$ cat src/rtl/acc_control_fsm_pkg.sv
// Shared encodings for the accumulator control sequencer: states, opcodes,
// ALU function selects and accumulator source selects.
package acc_control_fsm_pkg;

  typedef enum logic [2:0] {
    S_IDLE   = 3'd0,
    S_FETCH  = 3'd1,
    S_DECODE = 3'd2,
    S_EXEC   = 3'd3,
    S_HALT   = 3'd4
  } state_t;

  localparam logic [2:0] OP_ADD  = 3'b000;
  localparam logic [2:0] OP_NAND = 3'b001;
  localparam logic [2:0] OP_BZ   = 3'b010;
  localparam logic [2:0] OP_SLT  = 3'b011;
  localparam logic [2:0] OP_LD   = 3'b100;
  localparam logic [2:0] OP_ST   = 3'b101;
  localparam logic [2:0] OP_LDI  = 3'b110;
  localparam logic [2:0] OP_HALT = 3'b111;

  localparam logic [1:0] ALU_ADD  = 2'b00;
  localparam logic [1:0] ALU_NAND = 2'b01;
  localparam logic [1:0] ALU_BR   = 2'b10;
  localparam logic [1:0] ALU_SLT  = 2'b11;

  localparam logic [1:0] SRC_ALU = 2'b00;
  localparam logic [1:0] SRC_REG = 2'b01;
  localparam logic [1:0] SRC_IMM = 2'b10;

  function automatic logic [2:0] opcodeOf(input logic [7:0] instr);
    return instr[7:5];
  endfunction

endpackage

$ cat src/rtl/acc_control_fsm_decode.sv
// Combinational decode of IR plus state into datapath controls; strobes
// only ever fire in EXEC so IR changes cannot glitch the datapath.
module acc_decode
  import acc_control_fsm_pkg::*;
(
  input  state_t      state,
  input  logic [7:0]  ir,
  output logic [1:0]  aluControl,
  output logic [1:0]  accSrc,
  output logic        accWrite,
  output logic        regWrite,
  output logic [2:0]  regAddr,
  output logic [7:0]  immOut
);

  assign regAddr = ir[2:0];
  assign immOut  = {3'b000, ir[4:0]};

  always_comb begin
    aluControl = ALU_ADD;
    accSrc     = SRC_ALU;
    accWrite   = 1'b0;
    regWrite   = 1'b0;
    if (state == S_EXEC) begin
      case (opcodeOf(ir))
        OP_ADD:  accWrite = 1'b1;
        OP_NAND: begin
          aluControl = ALU_NAND;
          accWrite   = 1'b1;
        end
        OP_SLT: begin
          aluControl = ALU_SLT;
          accWrite   = 1'b1;
        end
        OP_BZ:   aluControl = ALU_BR;
        OP_LD: begin
          accSrc   = SRC_REG;
          accWrite = 1'b1;
        end
        OP_ST:   regWrite = 1'b1;
        OP_LDI: begin
          accSrc   = SRC_IMM;
          accWrite = 1'b1;
        end
        default: ;
      endcase
    end
  end

endmodule

$ cat src/rtl/acc_control_fsm.sv
// Fetch/decode/execute sequencer for the 8-bit accumulator datapath.
// Owns PC, IR and the retired-instruction counter.
module acc_control_fsm
  import acc_control_fsm_pkg::*;
#(
  parameter int PC_W  = 5,
  parameter int CNT_W = 16
) (
  input  logic             clk,
  input  logic             reset,
  input  logic             start,
  output logic             imemReq,
  output logic [PC_W-1:0]  imemAddr,
  input  logic [7:0]       imemData,
  input  logic             imemValid,
  input  logic             accZero,
  output logic [1:0]       aluControl,
  output logic [2:0]       regAddr,
  output logic             regWrite,
  output logic             accWrite,
  output logic [1:0]       accSrc,
  output logic [7:0]       immOut,
  output logic [PC_W-1:0]  pc,
  output logic             halted,
  output logic [CNT_W-1:0] instrCount,
  output state_t           dbgState
);

  // Handshake: imemReq stays high for every FETCH cycle with imemAddr = pc;
  // the word is captured on the first cycle imemValid is seen high in FETCH.

  state_t          state;
  logic [7:0]      ir;
  logic [PC_W-1:0] brTarget;
  logic [PC_W-1:0] pcNext;

  assign brTarget = PC_W'(ir[4:0]);
  assign pcNext   = pc + PC_W'(1);

  always_ff @(posedge clk or posedge reset) begin
    if (reset) begin
      state      <= S_IDLE;
      pc         <= '0;
      ir         <= '0;
      instrCount <= '0;
    end else begin
      case (state)
        S_IDLE: if (start) state <= S_FETCH;
        S_FETCH: begin
          if (imemValid) begin
            ir    <= imemData;
            state <= S_DECODE;
          end
        end
        S_DECODE: state <= S_EXEC;
        S_EXEC: begin
          if (opcodeOf(ir) == OP_HALT) begin
            state <= S_HALT;
          end else begin
            instrCount <= instrCount + CNT_W'(1);
            state      <= S_FETCH;
            if (opcodeOf(ir) == OP_BZ && accZero) pc <= brTarget;
            else                                  pc <= pcNext;
          end
        end
        S_HALT: begin
          if (start) begin
            pc    <= '0;
            state <= S_FETCH;
          end
        end
        default: state <= S_IDLE;
      endcase
    end
  end

  assign imemReq  = (state == S_FETCH);
  assign imemAddr = pc;
  assign halted   = (state == S_HALT);
  assign dbgState = state;

  acc_decode uDecode (
    .state      (state),
    .ir         (ir),
    .aluControl (aluControl),
    .accSrc     (accSrc),
    .accWrite   (accWrite),
    .regWrite   (regWrite),
    .regAddr    (regAddr),
    .immOut     (immOut)
  );

endmodule

$ cat config.mk
export PLATFORM = sky130hd
export DESIGN_NAME = acc_control_fsm
export DESIGN_NICKNAME = d
export VERILOG_FILES = /design/src/rtl/acc_control_fsm_pkg.sv /design/src/rtl/acc_control_fsm_decode.sv /design/src/rtl/acc_control_fsm.sv
export SDC_FILE = /design/constraint.sdc
export NUM_CORES = 1
export LEC_CHECK = 0
export CAP_MARGIN = 0
export CORE_UTILIZATION = 40
export CTS_CLUSTER_DIAMETER = 80
export DETAILED_ROUTE_END_ITERATION = 10
export PLACE_DENSITY = 0.72
export REMOVE_ABC_BUFFERS = 1
export SETUP_SLACK_MARGIN = 0.2
export SLEW_MARGIN = 20
export SYNTH_ARGS = -nofsm -noshare
export SYNTH_HDL_FRONTEND = slang
export SYNTH_SLANG_ARGS = --single-unit
$ cat constraint.sdc
create_clock -name clk -period 1.8 [get_ports clk]
set_input_delay 0.27 -clock clk [delete_from_list [all_inputs] [get_ports clk]]
set_output_delay 0.27 -clock clk [all_outputs]
set_load 0.01 [all_outputs]
* After elaboration in Yosys (flattened, before gate mapping)
Cells that the tools add are included.
W data, S select, Z words.
** Word-level totals
- Register bits after elaboration :: 32
- Input bits :: 13
** Operators by class
- Add/subtract/negate cells :: 2
- Equal/unequal tests :: 15
- Multiplexer cells :: 16
- Bitwise operators :: 1
- Reduce and logical (&&, ||, !) cells :: 10
** Operators with widths (count)
- $add A16 B1 Y16 const B :: 1
- $eq A3 B3 Y1 const B :: 5
- $mux W5 :: 3
- $eq A3 B2 Y1 const B :: 4
- $pmux W3 S4 :: 1
- $pmux W5 S2 :: 1
- $mux W3 :: 3
- $eq A3 B1 Y1 const B :: 2
- $logic_not A3 Y1 :: 2
- $pmux W2 S3 :: 1
- $reduce_and A2 Y1 :: 3
- $add A5 B1 Y5 const B :: 1
- $reduce_or A5 Y1 :: 1
- $mux W1 :: 4
- $mux W2 :: 2
- $ne A2 B1 Y1 const B :: 2
- $ne A2 B2 Y1 const B :: 2
- $pmux W2 S2 :: 1
- $reduce_and A3 Y1 :: 1
- $reduce_bool A2 Y1 :: 1
- $reduce_or A2 Y1 :: 1
- $logic_and A1 B1 Y1 :: 1
- $not A1 Y1 :: 1

* Logic depth before layout (Yosys ltp)
- Word-level depth :: 5
- Gate-level depth with buffers :: 6
- Gate-level depth less buffers :: 5

* Cells and area by module
From an unflattened synthesis, not the netlist that was laid out.
** Unflattened totals
- Cell total of the unflattened synthesis :: 163
- Area total of the unflattened synthesis :: 1737.9 um2
** By module, submodules not included
- acc_control_fsm :: times used 1, cells each 136, area each 1557.7 um2, seq. area each 800.8 um2
- acc_decode :: times used 1, cells each 27, area each 180.2 um2, seq. area each 0.0 um2

* Least setup slack after synthesis
OpenSTA, ideal clock, no wires.
- Path kind :: flip-flop to flip-flop
- Start point :: register state[1], in the netlist dbgState[1]
- End point :: register ir[0]
- Arrival time :: 1489 ps
- Required time :: 1675 ps
- Path slack :: 186 ps
- Stages on the path, launching flop included :: 6
- Path buffers :: 1
- Period minus slack after synthesis :: 1614 ps
- Cell sequence :: dfrtp_1 > nand2b_1 > nor2_1 > and2_1 > buf_2 > mux2_2
** On the way
- Word-level cells in the longest chain between the ends :: 2
** Ends and longest elaborated chain
- start, declared :: line acc_control_fsm.sv:32 : state_t state;
- start signal, assigned :: line acc_control_fsm.sv:42 : state <= S_IDLE;
- start signal, assigned :: line acc_control_fsm.sv:48 : S_IDLE: if (start) state <= S_FETCH;
- start signal, assigned :: line acc_control_fsm.sv:52 : state <= S_DECODE;
- $eq A3 B1 Y1
- via imemReq :: line acc_control_fsm.sv:12 : output logic imemReq,
- $reduce_and A2 Y1 (no line)
- end signal, assigned :: line acc_control_fsm.sv:51 : ir <= imemData;
- end, declared :: line acc_control_fsm.sv:33 : logic [7:0] ir;
The timed path passes the listed nets, and every way through them passes these cells.
A chain may end at the register's enable or synchronous reset.

* Worst setup path after layout
- Start point :: register state[2], in the netlist dbgState[2]
- End point :: output port regWrite
** On the way
- Word-level cells in the longest chain between the ends :: 2
** Ends and longest elaborated chain
- $eq A3 B2 Y1 :: line acc_control_fsm_decode.sv:24 : if (state == S_EXEC) begin
- $mux W1 :: line acc_control_fsm_decode.sv:24
- end, declared :: line acc_control_fsm.sv:19 : output logic regWrite,
No other way between the ends.

==> impl_metrics.ini <==
[drt]
number_of_vias_in_the_routed_layout = 1449
remaining_antenna_violation_count_after_routing = 0
drt_first_iter_violations = 54
detailedRoute.firstPassIterationCount = 4
postRouteWirelength_mm = 3.95
drc_errors = 0
viasPerCell = 5.05
detail_route.wl_per_cell_um = 13.7

[timing]
timing.hold.ws_ps = 360
final_period_minus_worst_setup_slack_ps = 1640
setup_violations = 0
fmax_mhz = 610
rsz0062_at_grt = yes
fin_ws_ps = 160
fin_skew_ps = 7.08
min_period_over_period_pct = 91.1
hold_viol_final = 0
number_of_pins_exceeding_their_max_slew_limit_in_the_final_report = 0

[die]
floorplan.rows = 23
die_y_um = 67.8
die_x_um = 67.8
initial_core_util_pct = 42.4
ioPinCount = 61
core_region_area_um2 = 4090
area_of_the_die_um2 = 4600

[clock_network]
cts_root_buffer = sky130_fd_sc_hd__clkbuf_8
cts_buffers = 5
cts_buffer_depth = 2
insertion_delay_ps = 290
tritoncts = built
htree_num_levels = 2
clock-sinks = 32
clk_pin_slew_worst_paths_ps = 70

[yosys]
yosys-top-cells-area = sky130_fd_sc_hd__dfrtp_1 46%, sky130_fd_sc_hd__buf_4 6.9%, sky130_fd_sc_hd__mux2_2 5.2%
number_of_warning_messages_in_the_yosys_log = 0
synth_enable_flop_cells = 0
synth-seq-area-share_pct = 46.2
yosys_register_bits = 32
post_synth_instance_area_um2 = 1730
async_reset_ff_share_pct = 100
mean_syn_cell_area_um2 = 10.2
synthFlopType = sky130_fd_sc_hd__dfrtp_1
synth_largest_area_cell = sky130_fd_sc_hd__dfrtp_1
synth_cell_type_count = 35
synth.top_cell.area_share_pct = 46.2
post_synth_inst_count = 169

[global_routing]
top_usage_layer = met2
first_pass_grt_wire_length_mm = 6.14
overflow = 0
grt_antenna_before_repair = 0
grt_max_degree = 33
grt_use_met1_pct = 24.1
grt_util_met3_pct = 6.08
vias_in_the_first_global_route = 1371
global_route.usage.met2_pct = 26.9
groute.usage.overall_pct = 18.2

[critical_path]
worst_path_max_delay_cell = sky130_fd_sc_hd__dfrtp_1
cp.required_ps = 1530
critPathLaunchType = register
worst_setup_path_end_kind = primary output
path_max_fanout = 3
critPathTopFamily = flip-flops
critical_path_class = reg2out
worstPathCellList = nand3b_1 -> buf_4 -> nor3_2 -> buf_2
worst_ep_arrival_time_ps = 1370
reg2reg_slack_ps = 200
worstPathBufferInverterCount = 2
longest_individual_stage_delay_on_the_worst_path_ps = 390

[placement]
buffer_ports.inserted = 57
gp_congestion = 0.744
dp_slack_ps = 95.3
hpwlAfterDp_mm = 2.56

[layout]
antenna_cells_inserted = 0
post_route_cells_drive_above_1_share_pct = 32.1
mostFrequentLayoutCells = 46 x sky130_fd_sc_hd__clkdlybuf4s50_1, 19 x sky130_fd_sc_hd__dfrtp_1, 18 x sky130_fd_sc_hd__buf_4
finalCoreUtilization_pct = 63.2
layout_commonest_cell = sky130_fd_sc_hd__clkdlybuf4s50_1
num-nets-final = 251
multi_input_gate_area_in_the_final_layout_um2 = 838
n_fill_cell = 354
layout-area-overhead-vs-synth_pct = 49.1
seq_area_um2 = 817

[power_and_ir_drop]
peakVddDrop_mv = 0.951
power-per-cell-area_nw_per_um2 = 1500
static-leakage-power_nw = 1.19
design_power_total_w = 0.00388

[flow_run]
maxCapViolCount = 0

[status]
status = completed

[worst_hold_path]
min_path_type = in2async
Yosys cell counts, types with 2 or more instances:
cell type / instances
sky130_fd_sc_hd__dfrtp_1: 32
sky130_fd_sc_hd__buf_4: 16
sky130_fd_sc_hd__nand2_1: 14
sky130_fd_sc_hd__nor2_1: 11
sky130_fd_sc_hd__inv_1: 9
sky130_fd_sc_hd__xor2_1: 9
sky130_fd_sc_hd__a21oi_1: 8
sky130_fd_sc_hd__mux2_2: 8
sky130_fd_sc_hd__nor3_1: 8
sky130_fd_sc_hd__nand3_1: 7
sky130_fd_sc_hd__xnor2_1: 6
sky130_fd_sc_hd__o21ai_0: 5
sky130_fd_sc_hd__buf_2: 3
sky130_fd_sc_hd__nand2b_1: 3
sky130_fd_sc_hd__nor3b_1: 3
sky130_fd_sc_hd__o22ai_1: 3
sky130_fd_sc_hd__and3_1: 2
sky130_fd_sc_hd__and4_1: 2
sky130_fd_sc_hd__ha_1: 2
sky130_fd_sc_hd__nand3b_1: 2
sky130_fd_sc_hd__nor4_4: 2
through the flow:
step           area, um^2  setup TNS, ps  cells
2_1_floorplan        1590           -452    151
3_3_place_gp         2290              0    265
3_5_place_dp         2290              0    265
4_1_cts              2490              0    284
5_1_grt              2580              0    287
6_report             2580              0    287
per-layer routing:
metal  wire length (um)  vias to the layer above  part of all wire (%)
li1                   -                      690                     -
met1               1780                      691                    45
met2               1820                       64                    46
met3                306                        4                   7.8
met4                 34                        0                  0.86
met5                  0                        -                     0
cell type report:
class                      instances  area share (%)
sequential                        32            31.6
clock buffer                       5            2.66
inverter                           9            1.31
clock inverter                     3            1.65
tap                               50            2.42
multi-input combinational        110            32.5
timing repair buffer              78            27.9
state kept, by name, summed over array words and instances (netlist names):
name / flops
dbgState: 3
instrCount: 16
imemAddr: 5
ir: 8
worst paths after layout:
path / startpoint / cells after the start / end
min reg2reg: instrCount[15] / 1 / instrCount[15]
min: reset / 3 / instrCount[7]
min in group clk: instrCount[15] / 1 / instrCount[15]
max reg2reg: ir[6] / 5 / instrCount[14]
max in group asynchronous: reset / 3 / ir[6]
max: dbgState[2] / 4 / regWrite
report_power, final:
group	leakage, nW	internal [W]	switching, W
clock	0.0541	0.000410	0.000284
sequential	0.398	0.000967	0.000295
combinational	0.735	0.00109	0.000839
total	1.19	0.00246	0.00142
tightest hold or removal path, cell delays in order:
cell                              delay [ps]
sky130_fd_sc_hd__clkdlybuf4s50_1         390
sky130_fd_sc_hd__inv_1                    50
sky130_fd_sc_hd__buf_4                   360
cell families after synthesis:
kind of cell | count (synthesis) | synth area share (%)
AOI/OAI and AO/OA | 19 | 6.36
muxes | 9 | 5.78
other | 1 | 0.217
buffers and inverters | 29 | 10.4
and+or+nand+nor | 62 | 22.0
DFF | 32 | 46.2
xor gates and xnor gates | 15 | 7.59
adders and majority gates | 2 | 1.44
repair_timing:
| action | 4_1_cts | 5_1_grt |
|---|---|---|
| hold buffers | 0 | 0 |
| setup endpoints to repair | 10 | 31 |
| pin swaps | 1 | 8 |
| endpoints found under the hold margin | 0 | 0 |
| gates resized for setup | 32 | 33 |
| setup buffers | 11 | 3 |
(Power assumes the default switching activity.)
